## src/rtl/sim_monitor_pkg.sv

```systemverilog
// sim_monitor_pkg: shared channel FSM states, default end-of-test tokens and channel-tag width helper.
package sim_monitor_pkg;
  typedef enum logic [2:0] {IDLE, START, DATA, PARITY, STOP, WAIT_IDLE} ch_state_e;
  localparam logic [7:0] DEF_PASS_CHAR = 8'h06;
  localparam logic [7:0] DEF_FAIL_CHAR = 8'h15;
  function automatic int CH_W(input int n);
    return (n > 1) ? $clog2(n) : 1;
  endfunction
endpackage

```

## src/rtl/sim_uart_monitor_rx_chan.sv

```systemverilog
// uart_rx_chan: one UART receive lane (sync, frame FSM, one-deep pending byte).
// SIM_UART_PARITY_EN adds an even-parity bit checked between data and stop.
module uart_rx_chan
  import sim_monitor_pkg::*;
#(
  parameter int CLKS_PER_BIT = 4
) (
  input  logic       CLK,
  input  logic       RST,
  input  logic       rxd_i,
  input  logic       ack_i,
  output logic       pend_o,
  output logic [7:0] data_o,
  output logic       ferr_o,
  output logic       ovf_o
);
  localparam int CW = $clog2(CLKS_PER_BIT);
  localparam logic [CW-1:0] MID = CW'(CLKS_PER_BIT / 2 - 1);
  localparam logic [CW-1:0] LAST = CW'(CLKS_PER_BIT - 1);
`ifdef SIM_UART_PARITY_EN
  localparam ch_state_e AFTER_DATA = PARITY;
`else
  localparam ch_state_e AFTER_DATA = STOP;
`endif
  logic [1:0] sync_q;
  ch_state_e state_q;
  logic [CW-1:0] cnt_q;
  logic [2:0] bit_q;
  logic [7:0] shift_q, data_q;
  logic pend_q, ferr_q, ovf_q, rx;
  assign rx = sync_q[1];
  assign pend_o = pend_q;
  assign data_o = data_q;
  assign ferr_o = ferr_q;
  assign ovf_o = ovf_q;
  // IDLE is only ever entered with the line high, so a low level there is a falling edge
  always_ff @(posedge CLK) begin
    if (RST) begin
      sync_q <= 2'b11;
      state_q <= IDLE;
      cnt_q <= '0;
      bit_q <= '0;
      shift_q <= '0;
      data_q <= '0;
      pend_q <= 1'b0;
      ferr_q <= 1'b0;
      ovf_q <= 1'b0;
    end else begin
      sync_q <= {sync_q[0], rxd_i};
      ovf_q <= 1'b0;
      cnt_q <= cnt_q + CW'(1);
      if (ack_i) pend_q <= 1'b0;
      case (state_q)
        IDLE: begin
          cnt_q <= '0;
          bit_q <= '0;
          if (!rx) state_q <= START;
        end
        START: if (cnt_q == MID) begin
          cnt_q <= '0;
          state_q <= rx ? IDLE : DATA;
        end
        DATA: if (cnt_q == LAST) begin
          cnt_q <= '0;
          shift_q <= {rx, shift_q[7:1]};
          bit_q <= bit_q + 3'd1;
          if (bit_q == 3'd7) state_q <= AFTER_DATA;
        end
`ifdef SIM_UART_PARITY_EN
        PARITY: if (cnt_q == LAST) begin
          cnt_q <= '0;
          if (rx == ^shift_q) state_q <= STOP;
          else begin
            ferr_q <= 1'b1;
            state_q <= WAIT_IDLE;
          end
        end
`endif
        STOP: if (cnt_q == LAST) begin
          if (rx) begin
            pend_q <= 1'b1;
            data_q <= shift_q;
            ovf_q <= pend_q & ~ack_i;
            state_q <= IDLE;
          end else begin
            ferr_q <= 1'b1;
            state_q <= WAIT_IDLE;
          end
        end
        WAIT_IDLE: if (rx) state_q <= IDLE;
        default: state_q <= IDLE;
      endcase
    end
  end
endmodule

```

## src/rtl/sim_uart_monitor.sv

```systemverilog
// sim_uart_monitor: multi-channel UART sniffer merging bytes into a tagged FWFT FIFO with PASS/FAIL detect.
// Define SIM_UART_PARITY_EN for even-parity frames (8E1) instead of 8N1.
module sim_uart_monitor
  import sim_monitor_pkg::*;
#(
  parameter int NUM_CH = 2,
  parameter int CLKS_PER_BIT = 4,
  parameter int FIFO_DEPTH = 16,
  parameter logic [7:0] PASS_CHAR = DEF_PASS_CHAR,
  parameter logic [7:0] FAIL_CHAR = DEF_FAIL_CHAR,
  localparam int CW = CH_W(NUM_CH)
) (
  input  logic              CLK,
  input  logic              RST,
  input  logic [NUM_CH-1:0] RXD,
  output logic              OUT_VALID,
  input  logic              OUT_READY,
  output logic [7:0]        OUT_DATA,
  output logic [CW-1:0]     OUT_CH,
  output logic [NUM_CH-1:0] FRAME_ERR,
  output logic              OVERFLOW,
  output logic              DONE,
  output logic              PASS
);
  localparam int AW = $clog2(FIFO_DEPTH);
  logic [NUM_CH-1:0] pend, ack, ovf;
  logic [7:0] ch_data [NUM_CH];
  logic gnt_v, pop, push, full, ovf_q, done_q, pass_q;
  logic [CW-1:0] gnt_ch, ptr_q;
  logic [7:0] gnt_data;
  logic [8+CW-1:0] mem_q [FIFO_DEPTH];
  logic [AW-1:0] wr_q, rd_q;
  logic [AW:0] cnt_q;
  for (genvar i = 0; i < NUM_CH; i++) begin : g_ch
    uart_rx_chan #(.CLKS_PER_BIT(CLKS_PER_BIT)) u_chan (
      .CLK(CLK), .RST(RST), .rxd_i(RXD[i]), .ack_i(ack[i]),
      .pend_o(pend[i]), .data_o(ch_data[i]), .ferr_o(FRAME_ERR[i]), .ovf_o(ovf[i])
    );
  end
  // Scan downward so the pending channel closest after ptr_q wins
  always_comb begin
    gnt_v = 1'b0;
    gnt_ch = '0;
    for (int k = NUM_CH - 1; k >= 0; k--)
      if (pend[(int'(ptr_q) + k) % NUM_CH]) begin
        gnt_v = 1'b1;
        gnt_ch = CW'((int'(ptr_q) + k) % NUM_CH);
      end
  end
  assign gnt_data = ch_data[gnt_ch];
  assign ack = gnt_v ? (NUM_CH'(1) << gnt_ch) : '0;
  assign OUT_VALID = cnt_q != '0;
  assign full = cnt_q == (AW+1)'(FIFO_DEPTH);
  assign pop = OUT_VALID & OUT_READY;
  assign push = gnt_v & (~full | pop);
  assign {OUT_CH, OUT_DATA} = OUT_VALID ? mem_q[rd_q] : '0;
  assign OVERFLOW = ovf_q;
  assign DONE = done_q;
  assign PASS = pass_q;
  always_ff @(posedge CLK)
    if (push) mem_q[wr_q] <= {gnt_ch, gnt_data};
  always_ff @(posedge CLK) begin
    if (RST) begin
      wr_q <= '0;
      rd_q <= '0;
      cnt_q <= '0;
      ptr_q <= '0;
      ovf_q <= 1'b0;
      done_q <= 1'b0;
      pass_q <= 1'b0;
    end else begin
      if (push) wr_q <= wr_q + AW'(1);
      if (pop) rd_q <= rd_q + AW'(1);
      cnt_q <= cnt_q + (AW+1)'(push) - (AW+1)'(pop);
      if (gnt_v) ptr_q <= (int'(gnt_ch) == NUM_CH - 1) ? '0 : gnt_ch + CW'(1);
      if ((gnt_v & ~push) | (|ovf)) ovf_q <= 1'b1;
      if (gnt_v & ~done_q & (gnt_data == PASS_CHAR | gnt_data == FAIL_CHAR)) begin
        done_q <= 1'b1;
        pass_q <= gnt_data == PASS_CHAR;
      end
    end
  end
endmodule
```

## config.mk

```make
export PLATFORM = sky130hd
export DESIGN_NAME = sim_uart_monitor
export DESIGN_NICKNAME = d
export VERILOG_FILES = /design/src/rtl/sim_monitor_pkg.sv /design/src/rtl/sim_uart_monitor_rx_chan.sv /design/src/rtl/sim_uart_monitor.sv
export SDC_FILE = /design/constraint.sdc
export NUM_CORES = 1
export LEC_CHECK = 0
export CORE_MARGIN = 2
export CORE_UTILIZATION = 45
export DETAILED_ROUTE_END_ITERATION = 10
export MAX_ROUTING_LAYER = met4
export PLACE_DENSITY = 0.67
export SLEW_MARGIN = 20
export SYNTH_ARGS = -nofsm -noshare
export SYNTH_HDL_FRONTEND = slang
export SYNTH_SLANG_ARGS = --single-unit
```

## constraint.sdc

```tcl
create_clock -name CLK -period 4.05 [get_ports CLK]
set_input_delay 0.6075 -clock CLK [delete_from_list [all_inputs] [get_ports CLK]]
set_output_delay 0.6075 -clock CLK [all_outputs]
set_load 0.02 [all_outputs]
```

==> results of run 1 <==
## registers in the layout (all words and copies together) (netlist names), 4 cells and up, named ones only
register / cells
g_ch.u_chan.bit_q: 6
g_ch.u_chan.cnt_q: 4
wr_q: 4
g_ch.u_chan.shift_q: 16
g_ch.u_chan.data_o: 16
rd_q: 4
g_ch.u_chan.sync_q: 4
mem_q: 144
cnt_q: 5
g_ch.u_chan.state_q: 6
## kinds of logic after synthesis
kind of cell,count (synthesis),synth area share (%)
compound gates,74,4.88
xor+xnor,9,0.871
fa+ha+maj,22,3.12
buf+inv,58,2.80
flops,223,65.2
mux,80,13.9
simple gates,180,9.18
## placed cells by master, fill, tap and decap left out, drive strengths merged, types with 2 or more instances in the layout
cell	n
and3b	2
clkinv	10
mux2i	36
nand3	4
a21oi	37
and3	3
o21ai	10
mux4	36
nor4b	2
a211o	2
xnor2	3
nand4	5
nor2b	2
bufinv	2
nor3b	2
nor2	75
or3	2
xor2	6
buf	13
ha	21
nand2b	6
nand2	53
a2111oi	2
nand3b	3
nor3	9
mux2	8
clkdlybuf4s50	18
and2	2
clkinvlp	2
edfxtp	144
a22oi	4
clkbuf	26
inv	22
a41oi	2
a31oi	2
o22ai	9
dfxtp	79
or2	5
## metal layers
metal | part of all wire [%] | GRT usage, % | wire [microns]
met2 | 51 | 27.9 | 8480
met4 | 1.9 | 4.02 | 321
met3 | 3.1 | 2.82 | 522
met1 | 44 | 20.7 | 7330
met5 | 0 | - | 0
## cell usage after synthesis (2+ instances only)
library cell,n
ha_1,21
nand2_1,53
and3_1,3
mux2i_1,36
a211o_1,2
xor2_1,6
nor2_1,75
nor2b_1,2
a22oi_1,4
nor3_1,9
buf_4,5
nand3_1,4
nor3b_1,2
and3b_1,2
buf_2,7
mux4_2,36
nand4_1,4
nand3b_1,3
o22ai_1,9
a2111oi_0,2
nor4b_1,2
or3_1,2
inv_1,21
a31oi_1,2
o21ai_0,10
dfxtp_1,79
a21oi_1,37
xnor2_1,3
mux2_2,8
or2_2,5
nand2b_1,6
buf_1,5
clkbuf_1,18
edfxtp_1,144
## per-stage QoR
| step | cell area, sq um | power, W | utilization (%) |
|---|---|---|---|
| final | 10200 | 0.00555 | 52.1 |
| after global routing | 10200 | 0.00578 | 52.1 |
| after CTS | 10200 | 0.00561 | 52.1 |
| after detailed placement | 9500 | 0.00361 | 48.5 |
| after global placement | 9500 | 0.00358 | 48.5 |
| after floorplan | 9050 | 0.00332 | - |
## area by class of cell
class,instances,area [sq um]
fillers,1626,9380
flip-flops and latches,223,5910
multi-input cells,365,2900
clock buffers,26,587
well taps,265,332
repair buffers,31,288
clock inverters,15,128
inverters,21,78.8
## worst max path at each step
stage	start	to	slack, ns	depth (start not counted)
CTS	flop	OUT_DATA[5]	0.42	5
finish	flop	OUT_CH	0.52	5
global placement	flop	OUT_CH	0.96	5
global route	flop	OUT_DATA[4]	0.30	5
floorplan	cnt_q[3]	cnt_q[4]	1.25	15
detailed placement	flop	OUT_DATA[5]	0.96	5
## power by group
part	leakage (nW)	switching (W)	total, W	internal [W]
clock	0.347	0.000841	0.00201	0.00117
sequential	1.97	0.0000853	0.00252	0.00244
combinational	1.19	0.000479	0.00102	0.000540
## worst max-delay path: cells and delay by family, from the launching register on
kind | cells | cell delay (ns)
buf+inv | 2 | 0.87
mux | 2 | 0.65
flops | 1 | 0.78
compound gates | 1 | 0.11
==> out/metrics.yaml, run 1 <==
run_status:
  status: "finished clean"
synthesis:
  synth_cell_types: 53
  ys_seq_area_share_pct: 65.2
  syn_area_sq_um: 9050
  synth-edff-count: 144
  ys_warn_count: 0
  yosysTopAreaCellShare_pct: 47.8
  synth_flop_cell: "edfxtp_1"
  ys_ff_latch: 223
  avgSynthCellArea_sq_um: 14.0
  synthCells: 646
  yosys.area.top_type: "edfxtp_1"
  synthArstFlopShare_pct: 0
  synth_area_leaders: "edfxtp_1 48%, dfxtp_1 17%, mux4_2 9.0%"
  synth_nets: 673
placement:
  placed_cells: 905
  dp_hpwl_mm: 10.9
  place_worst_setup_slack_ns: 0.959
  gp_congestion: 0.777
  io_buffers: 19
clock_network:
  clk_latency_ns: 0.51
  cts.sinks: 223
  cts.clk_slew.worst_paths_ns: 0.06
  cts_tree: "yes"
  cts_buffer_depth: 3
  h-tree-depth: 1
  cts_buffers: 23
  cts_root_buf: "clkbuf_16"
  holdBufCountCts: 0
  cts_setup_buffers: 0
  cts_resized: 0
setup_path:
  rr_worst_depth: 14
  worst-setup-path-type: "flop to output pin"
  timing.critical_path.slowest_stage_cell: "dfxtp_2"
  path_max_fanout: 19
  worst_setup_path_start_kind: "flop"
  r2r-start: "cnt_q[2]"
  required_ns: 3.44
  cp.arrival_ns: 2.92
  reg2reg_slack_ns: 1.16
  critPathMaxStageDelay_ns: 0.78
  r2r-end: "cnt_q[4]"
  path_cells: "buf_12 -> mux4_2 -> mux2i_1 -> o22ai_1 -> clkdlybuf4s50_1"
  setup.worst_path.end_class: "output pin"
drt:
  vias: 5041
  ant_nets: 0
  dr.pass1.iters: 4
  drtIter0Drc: 248
  wl_mm: 16.7
  vias_per_cell: 5.33
  routedWlPerCell_microns: 17.6
  drcViolationCount: 0
floorplan:
  die_h_microns: 146
  placement_rows: 51
  dieArea_sq_um: 21300
  die_width_microns: 146
  ios: 20
  start_util_pct: 46.2
  core_area_sq_um: 19600
min_path:
  min_path_type: "flop to flop"
  hold-path-endpoint: "g_ch[0].u_chan.sync_q[1]"
  hold_path_depth: 1
  holdCritStartpoint: "g_ch[0].u_chan.sync_q[0]"
pwr:
  power_density_nw_per_um2: 543
  p_leak_nw: 3.50
  peakVddDrop_mv: 0.276
timing:
  final_hold_viol_count: 0
  rsz0062_at_grt: "false"
  final.setup.tns_ns: 0
  fin_hold_ws_ns: 0.411
  setup_ws_ns: 0.520
  tightestPinTransition_ns: 0.917
  min_period_over_period_pct: 87.2
  fmax_mhz: 283
  setup_violations: 0
  slew_viol_final: 0
  fin_skew_ns: 0.00755
  period_minus_slack_ns: 3.53
  relSlewSlack_pct: 38.7
global_route:
  grt_pass1_wl_mm: 27.3
  track_usage_pct: 16.5
  grt.overflow.total: 0
  grt_max_degree: 54
  antenna_found_initial: 0
  grt_pass1_vias: 5145
layout:
  drive_gt1_share_pct: 14.8
  syn2layout_area_growth_pct: 12.8
  final_cells: 946
  nets: 692
  antenna_cells: 0
job:
  drv_cap: 0
Note: power is estimated with default switching activity, not from simulation.
==> run 2, diff against run 1 <==
Settings changed: SLEW_MARGIN 20 to unset.
==> results of run 2 <==
Same layout as run 1: the final DEF is identical, and so are final timing and power.
==> run 3, diff against run 2 <==
Settings changed: ABC_CLOCK_PERIOD_IN_PS set to 4050.
==> results of run 3 <==
Same layout as run 1: the final DEF is identical, and so are final timing and power.
